<file path="config.mk">
export PLATFORM = sky130hd
export DESIGN_NAME = mac_result_accumulator
export DESIGN_NICKNAME = d
export VERILOG_FILES = /design/src/rtl/mac_result_accumulator.sv
export SDC_FILE = /design/constraint.sdc
export NUM_CORES = 2
export LEC_CHECK = 0
export ABC_AREA = 1
export CELL_PAD_IN_SITES_DETAIL_PLACEMENT = 1
export CELL_PAD_IN_SITES_GLOBAL_PLACEMENT = 1
export CORE_ASPECT_RATIO = 1.75
export CORE_MARGIN = 10
export CORE_UTILIZATION = 39
export CTS_CLUSTER_DIAMETER = 100
export DETAILED_ROUTE_END_ITERATION = 8
export PLACE_DENSITY = 0.76
export SYNTH_ARGS = -nofsm -noshare
export SYNTH_HDL_FRONTEND = slang
export SYNTH_SLANG_ARGS = --single-unit
</file>
<file path="constraint.sdc">
create_clock -name clk -period 2.4 [get_ports clk]
set_input_delay 0.48 -clock clk [delete_from_list [all_inputs] [get_ports clk]]
set_output_delay 0.48 -clock clk [all_outputs]
set_load 0.03 [all_outputs]
</file>
<file path="src/rtl/mac_result_accumulator.sv">
// rtl/mac_result_accumulator.sv - K-tile partial-sum accumulator with Q8.8 narrowing and output FIFO (optional saturation: ACC_OUT_SAT_EN)
module mac_result_accumulator #(
    parameter int DATA_WIDTH = 16,
    parameter int ACC_WIDTH  = 32,
    parameter int TILE_SIZE  = 16,
    parameter int FIFO_DEPTH = 4,
    parameter int KT_WIDTH   = 8
) (
    input  logic                                   clk,
    input  logic                                   rst_n,
    input  logic                                   start,
    input  logic [KT_WIDTH-1:0]                    num_ktiles,
    input  logic                                   in_valid,
    output logic                                   in_ready,
    input  logic signed [TILE_SIZE*DATA_WIDTH-1:0] in_vec,
    output logic                                   out_valid,
    input  logic                                   out_ready,
    output logic signed [TILE_SIZE*DATA_WIDTH-1:0] out_vec,
    output logic                                   busy,
    output logic                                   group_done,
    output logic                                   sat_flag
);

    localparam int PTR_W = (FIFO_DEPTH > 1) ? $clog2(FIFO_DEPTH) : 1;
    localparam int FILL_W = PTR_W + 1;
    localparam int EXT_W = ACC_WIDTH - DATA_WIDTH;
    localparam int VEC_W = TILE_SIZE * DATA_WIDTH;

    typedef enum logic [0:0] {
        IDLE  = 1'b0,
        ACCUM = 1'b1
    } state_t;

    state_t                 state_q, state_d;
    logic [KT_WIDTH-1:0]    nkt_q, nkt_d;
    logic [KT_WIDTH-1:0]    cnt_q, cnt_d;
    logic [ACC_WIDTH-1:0]   acc_q [TILE_SIZE];
    logic [ACC_WIDTH-1:0]   acc_d [TILE_SIZE];
    logic [VEC_W-1:0]       mem_q [FIFO_DEPTH];
    logic [VEC_W-1:0]       mem_d [FIFO_DEPTH];
    logic [PTR_W-1:0]       wr_ptr_q, wr_ptr_d;
    logic [PTR_W-1:0]       rd_ptr_q, rd_ptr_d;
    logic [FILL_W-1:0]      fill_q, fill_d;
    logic                   group_done_q, group_done_d;

    logic [ACC_WIDTH-1:0]   sum_w [TILE_SIZE];
    logic [DATA_WIDTH-1:0]  res_w [TILE_SIZE];
    logic [VEC_W-1:0]       push_vec;
    logic                   start_ok;
    logic                   accept;
    logic                   last_beat;
    logic                   push;
    logic                   pop;
    logic                   fifo_full;
    logic                   fifo_empty;

`ifdef ACC_OUT_SAT_EN
    logic [TILE_SIZE-1:0]   clamp_w;
    logic                   sat_q, sat_d;
`endif

    assign fifo_full  = (fill_q == FILL_W'(FIFO_DEPTH));
    assign fifo_empty = (fill_q == '0);
    assign start_ok   = (state_q == IDLE) && start && (num_ktiles != '0);
    assign accept     = in_valid && in_ready;
    // cnt counts beats already absorbed, so the final beat is the one arriving at num_ktiles-1
    assign last_beat  = accept && (cnt_q == nkt_q - KT_WIDTH'(1));
    assign push       = last_beat;
    assign pop        = out_valid && out_ready;

    assign out_valid  = !fifo_empty;
    assign out_vec    = mem_q[rd_ptr_q];
    assign group_done = group_done_q;
`ifdef ACC_OUT_SAT_EN
    assign sat_flag   = sat_q;
`else
    assign sat_flag   = 1'b0;
`endif

    // State register plus all datapath flops; reset discards any in-flight group
    always_ff @(posedge clk or negedge rst_n) begin
        if (!rst_n) begin
            state_q      <= IDLE;
            nkt_q        <= '0;
            cnt_q        <= '0;
            wr_ptr_q     <= '0;
            rd_ptr_q     <= '0;
            fill_q       <= '0;
            group_done_q <= 1'b0;
            for (int k = 0; k < TILE_SIZE; k++) acc_q[k] <= '0;
            for (int i = 0; i < FIFO_DEPTH; i++) mem_q[i] <= '0;
`ifdef ACC_OUT_SAT_EN
            sat_q        <= 1'b0;
`endif
        end else begin
            state_q      <= state_d;
            nkt_q        <= nkt_d;
            cnt_q        <= cnt_d;
            wr_ptr_q     <= wr_ptr_d;
            rd_ptr_q     <= rd_ptr_d;
            fill_q       <= fill_d;
            group_done_q <= group_done_d;
            for (int k = 0; k < TILE_SIZE; k++) acc_q[k] <= acc_d[k];
            for (int i = 0; i < FIFO_DEPTH; i++) mem_q[i] <= mem_d[i];
`ifdef ACC_OUT_SAT_EN
            sat_q        <= sat_d;
`endif
        end
    end

    // Next state: a nonzero start opens a group, the final beat closes it
    always_comb begin
        state_d = state_q;
        case (state_q)
            IDLE:    if (start_ok) state_d = ACCUM;
            ACCUM:   if (last_beat) state_d = IDLE;
            default: state_d = IDLE;
        endcase
    end

    // FSM outputs: back-pressure the array whenever the FIFO has no room for a result
    always_comb begin
        busy     = (state_q == ACCUM);
        in_ready = (state_q == ACCUM) && !fifo_full;
    end

    // Per-element wide sum and its narrowed Q8.8 form
    always_comb begin
        push_vec = '0;
`ifdef ACC_OUT_SAT_EN
        clamp_w  = '0;
`endif
        for (int k = 0; k < TILE_SIZE; k++) begin
            sum_w[k] = acc_q[k] + {{EXT_W{in_vec[k*DATA_WIDTH+DATA_WIDTH-1]}},
                                   in_vec[k*DATA_WIDTH +: DATA_WIDTH]};
`ifdef ACC_OUT_SAT_EN
            // In range exactly when every bit above the Q8.8 sign bit matches the sign
            if (sum_w[k][ACC_WIDTH-1:DATA_WIDTH-1] == {(EXT_W+1){sum_w[k][ACC_WIDTH-1]}}) begin
                res_w[k] = sum_w[k][DATA_WIDTH-1:0];
            end else begin
                clamp_w[k] = 1'b1;
                res_w[k]   = sum_w[k][ACC_WIDTH-1] ? {1'b1, {(DATA_WIDTH-1){1'b0}}}
                                                   : {1'b0, {(DATA_WIDTH-1){1'b1}}};
            end
`else
            res_w[k] = sum_w[k][DATA_WIDTH-1:0];
`endif
            push_vec[k*DATA_WIDTH +: DATA_WIDTH] = res_w[k];
        end
    end

    // Accumulator, beat counter and group bookkeeping
    always_comb begin
        nkt_d        = nkt_q;
        cnt_d        = cnt_q;
        group_done_d = push;
        for (int k = 0; k < TILE_SIZE; k++) acc_d[k] = acc_q[k];
`ifdef ACC_OUT_SAT_EN
        sat_d        = sat_q | (push && (|clamp_w));
`endif
        if (start_ok) begin
            nkt_d = num_ktiles;
            cnt_d = '0;
            for (int k = 0; k < TILE_SIZE; k++) acc_d[k] = '0;
        end else if (accept) begin
            cnt_d = last_beat ? '0 : cnt_q + KT_WIDTH'(1);
            for (int k = 0; k < TILE_SIZE; k++) acc_d[k] = last_beat ? '0 : sum_w[k];
        end
    end

    // Output FIFO: simultaneous push and pop both happen, occupancy unchanged
    always_comb begin
        wr_ptr_d = wr_ptr_q;
        rd_ptr_d = rd_ptr_q;
        fill_d   = fill_q;
        for (int i = 0; i < FIFO_DEPTH; i++) mem_d[i] = mem_q[i];
        if (push) begin
            mem_d[wr_ptr_q] = push_vec;
            wr_ptr_d        = wr_ptr_q + PTR_W'(1);
        end
        if (pop) rd_ptr_d = rd_ptr_q + PTR_W'(1);
        case ({push, pop})
            2'b10:   fill_d = fill_q + FILL_W'(1);
            2'b01:   fill_d = fill_q - FILL_W'(1);
            default: fill_d = fill_q;
        endcase
    end

endmodule
</file>
-- Word-level counts from Yosys, hierarchy flattened
Index checks and enable logic that the tools add are counted.
- bits in read-only memories: 0
- latch bits: 0
- logic and storage cells: 103
- memories kept: 0
- flip-flop bits (word level): 1561
- input port bits: 269
- bits in writable memories: 0
- output and inout bits: 261
- shift operators: 0
- multiply operators: 0
- bitwise operators: 3
- multiplexer cells: 31
- add/subtract/negate cells: 22
- div/mod/pow operators: 0
- equality and inequality tests: 4
- reduce and logical (&&, ||, !) cells: 13
- magnitude comparators: 3
- operators by type and width (operator ; number):
    1024-bit bitwise mux ; 1
    512-bit 2-to-1 mux ; 2
    256-bit 2-to-1 mux ; 3
    32-bit adder ; 16
    256-bit binary-select mux with 2-bit select ; 1
    256-bit demux with 2-bit select ; 1
    32-bit 2-to-1 mux ; 16
    8-bit 2-to-1 mux ; 3
    8-bit by 1-bit adder with 8-bit output (second input constant) ; 1
    8-bit == test ; 1
    8-bit nonzero test ; 1
    8-bit by 1-bit subtractor with 8-bit output (second input constant) ; 1
    1-bit logical AND ; 7
    3-bit >= comparator (second input constant) ; 2
    2-bit NOT with 3-bit output ; 2
    3-bit one-hot mux with 2 select lines ; 1
    2-bit by 1-bit adder with 2-bit output (second input constant) ; 2
    2-bit nonzero test ; 2
    3-bit by 1-bit adder with 3-bit output (second input constant) ; 1
    3-bit == test (second input constant) ; 1
    3-bit logical NOT ; 1
    3-bit by 1-bit < comparator with 1-bit output (second input constant) ; 1
    3-bit by 1-bit subtractor with 3-bit output (second input constant) ; 1
    2-bit by 1-bit == test with 1-bit output (second input constant) ; 1
    5 further kinds ; 7

-- Longest topological paths before layout
- depth in word-level cells: 8
- depth in mapped cells: 16
- mapped depth without buffers: 15

-- Worst setup path before layout
Ideal clock, no wire load.
- path kind: register -> register
- from: register nkt_q[0]
- to: register fill_q[2]
- setup time: 131 ps
- clock period less this slack: 2571 ps
- path slack: -171 ps
- buffers on the path: 1
- data arrival time: 2441 ps
- required time: 2269 ps
- stages on the path, launching flop included: 16
- cells stage by stage: dfrtp_1 > inv_2 > ha_1 > nand2_1 > nor2_1 > nand3_1 > nand3_1 > nor2_1 > nand4_4 > clkbuf_1 > ha_1 > inv_1 > fa_1 > a21oi_1 > o21ai_0 > xor2_1
- longest elaborated chain between the ends: 5
- elaborated cells on any way between the ends: 7
- classes of those cells: add/sub: 1; eq/ne: 3; mux: 1; reduce/logical: 2
- RTL lines (what ; line ; RTL):
    start: declaration ; 35 ; logic [KT_WIDTH-1:0] nkt_q, nkt_d;
    start signal: assignment ; 97 ; nkt_q <= nkt_d;
    8-bit by 1-bit subtractor with 8-bit output * ; 67 ; assign last_beat = accept && (cnt_q == nkt_q - KT_WIDTH'(1));
    8-bit == test * ; 67 ;
    1-bit logical AND * ; 67 ;
    2-bit by 1-bit == test with 1-bit output or 2-bit == test (tied branches) ; 182 ; case ({push, pop})
    3-bit one-hot mux with 2 select lines or 2-bit nonzero test (tied branches) ; - ;
    end signal: assignment ; 101 ; fill_q <= fill_d;
    end: declaration ; 43 ; logic [FILL_W-1:0] fill_q, fill_d;
Mark *: on every way between the ends. The rest lies on a longest branch, timed or not.
A chain may end at the register's enable or synchronous reset.

-- Worst setup path after layout
- from: register rd_ptr_q[1]
- to: output port out_vec[20]
- longest elaborated chain between the ends: 4
- RTL lines (what ; line ; RTL):
    start: declaration ; 42 ; logic [PTR_W-1:0] rd_ptr_q, rd_ptr_d;
    start signal: assignment ; 100 ; rd_ptr_q <= rd_ptr_d;
    2-bit NOT with 3-bit output (implied by the code) ; 72 ; assign out_vec = mem_q[rd_ptr_q];
    256-bit binary-select mux with 2-bit select ; 72 ;
    256-bit 2-to-1 mux (implied by the code) (2 in a row) ; 72 ;
    end: declaration ; 18 ; output logic signed [TILE_SIZE*DATA_WIDTH-1:0] out_vec,
No other way between the ends. The select of a mux whose other input is x is not followed.

==> run metrics <==
CTS Buf Count 143; Largest stage delay, worst path 0.49 ns; Mapped Avg Cell Area 7.25 sq um; peak supply drop 1.02 mV; P per Cell Area 1350 mW/mm^2; leakage 52.6 nW; dominant cell type by area after synthesis dfrtp_1; starting density of the core 0.392; cell chain of the critical path buf_12, buf_12, clkbuf_16, o21ai_0, o22ai_1, buf_4, buf_12; Synthesized Nets 10,500; Residual DRC 0; DIE AREA 0.203 sq mm; first drt pass iteration count 5; register area 0.0327 sq mm; area of the multi-input gates 0.0348 sq mm; # H-tree levels 4; Die H 588 um; drt initial violations 4,403; WL final 309,000 um; EDFF count, synth 0; measured slew at the worst slew-check pin 1.03 ns; WHS 0.305 ns; RSZ-0062 raised after global routing true; max cap viols 0; DP Area 0.0878 sq mm; Synth Warn # 0; synthesized area 0.0720 sq mm; Crit path buffers/inverters 5; violated checks setup timing; CP endpoint kind primary output; skew final 0.0567 ns; Fmax 322 MHz; sequential fraction of the synthesis area 0.454; global-route wire length before repair 456,000 um; Top cell by count, worst path buf_12; fin crit period 3.11 ns; IO Port Bufs 528; Synth-to-Final Area Change 32.2%; Net count, final 11,700; setup tns final -418.00 ns; final hold violation count 0; clk slew on worst S/H paths 0.07 ns; CTS Buffer Depth 4; outcome finished with violations; Ports 530; largest net degree at the start of global routing 104; DRT antenna net count 0; antenna violations before repair 49; clk_lat worst skew 0.81 ns; number of fillers in the final layout 22,500; reg2reg setup slack -0.40 ns; Synth Register Bits 1,305; Setup-failing EPs final 1,519; fin crit share 1.29; CTS Sinks 1,305; routed via count 74,000; CP arrival 2.63 ns; Max Slew Vio Count 0; Std-Cell Core Area 0.183 sq mm; layout cells sized above 1 0.147; count leader, synth nand2_1; Cell Rows 208; total congestion overflow 0; post-synthesis cell count 9,924; fin worst setup slack -0.707 ns; cell family with most CP delay buffers and inverters; Rel. slew slack 0.312; WS Path Type reg -> out; total track usage 0.285; CTS tree built; CP Launch Type register; most frequent cells after synthesis nand2_1, dfrtp_1, nor2_1; top_reg_cell synth dfrtp_1; Placer Congestion 0.904; Synth area leaders dfrtp_1, nand2_1, ha_1, o21ai_0, nor2_1; Tightest Hold Check Type in -> async; post-route cell area 0.0952 sq mm; DP HPWL 213,000 um; Worst Setup Slack post-DPL -0.409 ns; ys async rst share 1.00; Synth cell types 29; Slowest cell on crit path dfrtp_4; Avg Vias per Cell 5.41; die width 345 um; Critical Path RT 1.92 ns; vias in the first global route 79,800; per-cell routed wire length 22.6 um; CTS Root Cell clkbuf_16; CP Max Fanout 18; post-synth top area share 0.454
## worst register-to-register path, cell delays in order (launching register included)
cell     delay, ns
dfrtp_1       0.38
inv_1         0.09
ha_1          0.24
xnor2_1       0.13
nor2_1        0.23
nand3_1       0.16
nor2_2        0.17
nand4_4       0.26
nor2_4        0.41
buf_12        0.26
buf_4         0.24
nand2_1       0.09
nand2_1       0.08
## per-stage QoR
| step | power, mW | std cells | utilization |
|---|---|---|---|
| global placement | 96.4 | 13300 | 0.479 |
| CTS | 124 | 13600 | 0.509 |
| floorplan | 61.8 | 9924 | - |
| global route | 135 | 13700 | 0.519 |
| detailed placement | 98.3 | 13300 | 0.479 |
| finish | 128 | 13700 | 0.519 |
## per-layer routing
metal  vias to the layer above  GRT usage  share of wire
met3                       640     0.0422          0.055
met2                      2106      0.513           0.51
li1                      33900          -              -
met5                         -          0        0.00051
met4                        24      0.122          0.046
met1                     37300      0.331           0.39
## timing repair
| action | CTS | global route |
|---|---|---|
| setup endpoints to repair | 1524 | 1545 |
| gates cloned | 5 | 38 |
| setup buffers | 11 | 32 |
| resized for setup | 113 | 208 |
| pin swaps | 9 | 27 |
| hold buffers | 1 | 0 |
| hold endpoints to repair | 44 | 0 |
## final cells by class
cell class | instances | area share
diodes | 22 | 0.000579
clock buffers | 204 | 0.0437
clock inverters | 36 | 0.00571
inverters | 593 | 0.0239
multi-input cells | 7514 | 0.366
flip-flops and latches | 1305 | 0.343
well taps | 2415 | 0.0318
repair buffers | 1592 | 0.185
repair inverters | 1 | 0.000171
## registers in the layout, indices dropped and copies added, names as in the netlist
| name | flops |
|---|---|
| wr_ptr_q | 2 |
| nkt_q | 8 |
| cnt_q | 8 |
| fill_q | 3 |
| mem_q | 1024 |
| acc_q | 256 |
| group_done | 1 |
| busy | 1 |
| rd_ptr_q | 2 |
## power breakdown
part	leakage, nW	switching (mW)	internal, mW
Clock	2.31	9.62	13.5
Sequential	17.7	1.69	24.3
Combinational	32.6	47.3	31.9
Total	52.6	58.6	69.7
## cells by family (layout without fill, tap and decap cells)
kind of cell,count (synthesis),count (layout),synth area share
compound gates,944,944,0.0701
xor+xnor,140,140,0.0170
buf+inv,1105,2426,0.0710
flops,1305,1305,0.454
mux,3,3,0.000469
other cells,1,23,0.0000521
fa+ha+maj,264,264,0.0477
simple gates,6162,6162,0.340
## path summary, 6_finish.rpt
| check | from | cells past startpoint | endpoint |
|---|---|---|---|
| setup reg to reg | nkt_q[1] | 12 | mem_q[318] |
| hold reg to reg | mem_q[545] | 2 | mem_q[545] |
| min in group clk | num_ktiles[3] | 3 | nkt_q[3] |
| hold / removal | rst_n | 2 | mem_q[741] |
| setup / recovery | rd_ptr_q[1] | 7 | out_vec[20] |
| max in group asynchronous | rst_n | 3 | acc_q[169] |
## cells in the final DEF, fill, tap and decap left out, drive strengths merged
master,count
nand2,4821
dfrtp,1305
buf,1289
nor2,674
inv,598
o21ai,528
nand4,315
clkdlybuf4s50,271
nand3,257
o22ai,256
ha,247
clkbuf,233
a21oi,159
xor2,84
xnor2,56
and2,44
nor3,34
diode,22
fa,17
clkinv,17
nand3b,14
bufinv,13
mux2,3
nor4,2
clkinvlp,2
bufbuf,2
or2,1
o21bai,1
conb,1
dlygate4sd3,1
(Power assumes the default switching activity.)
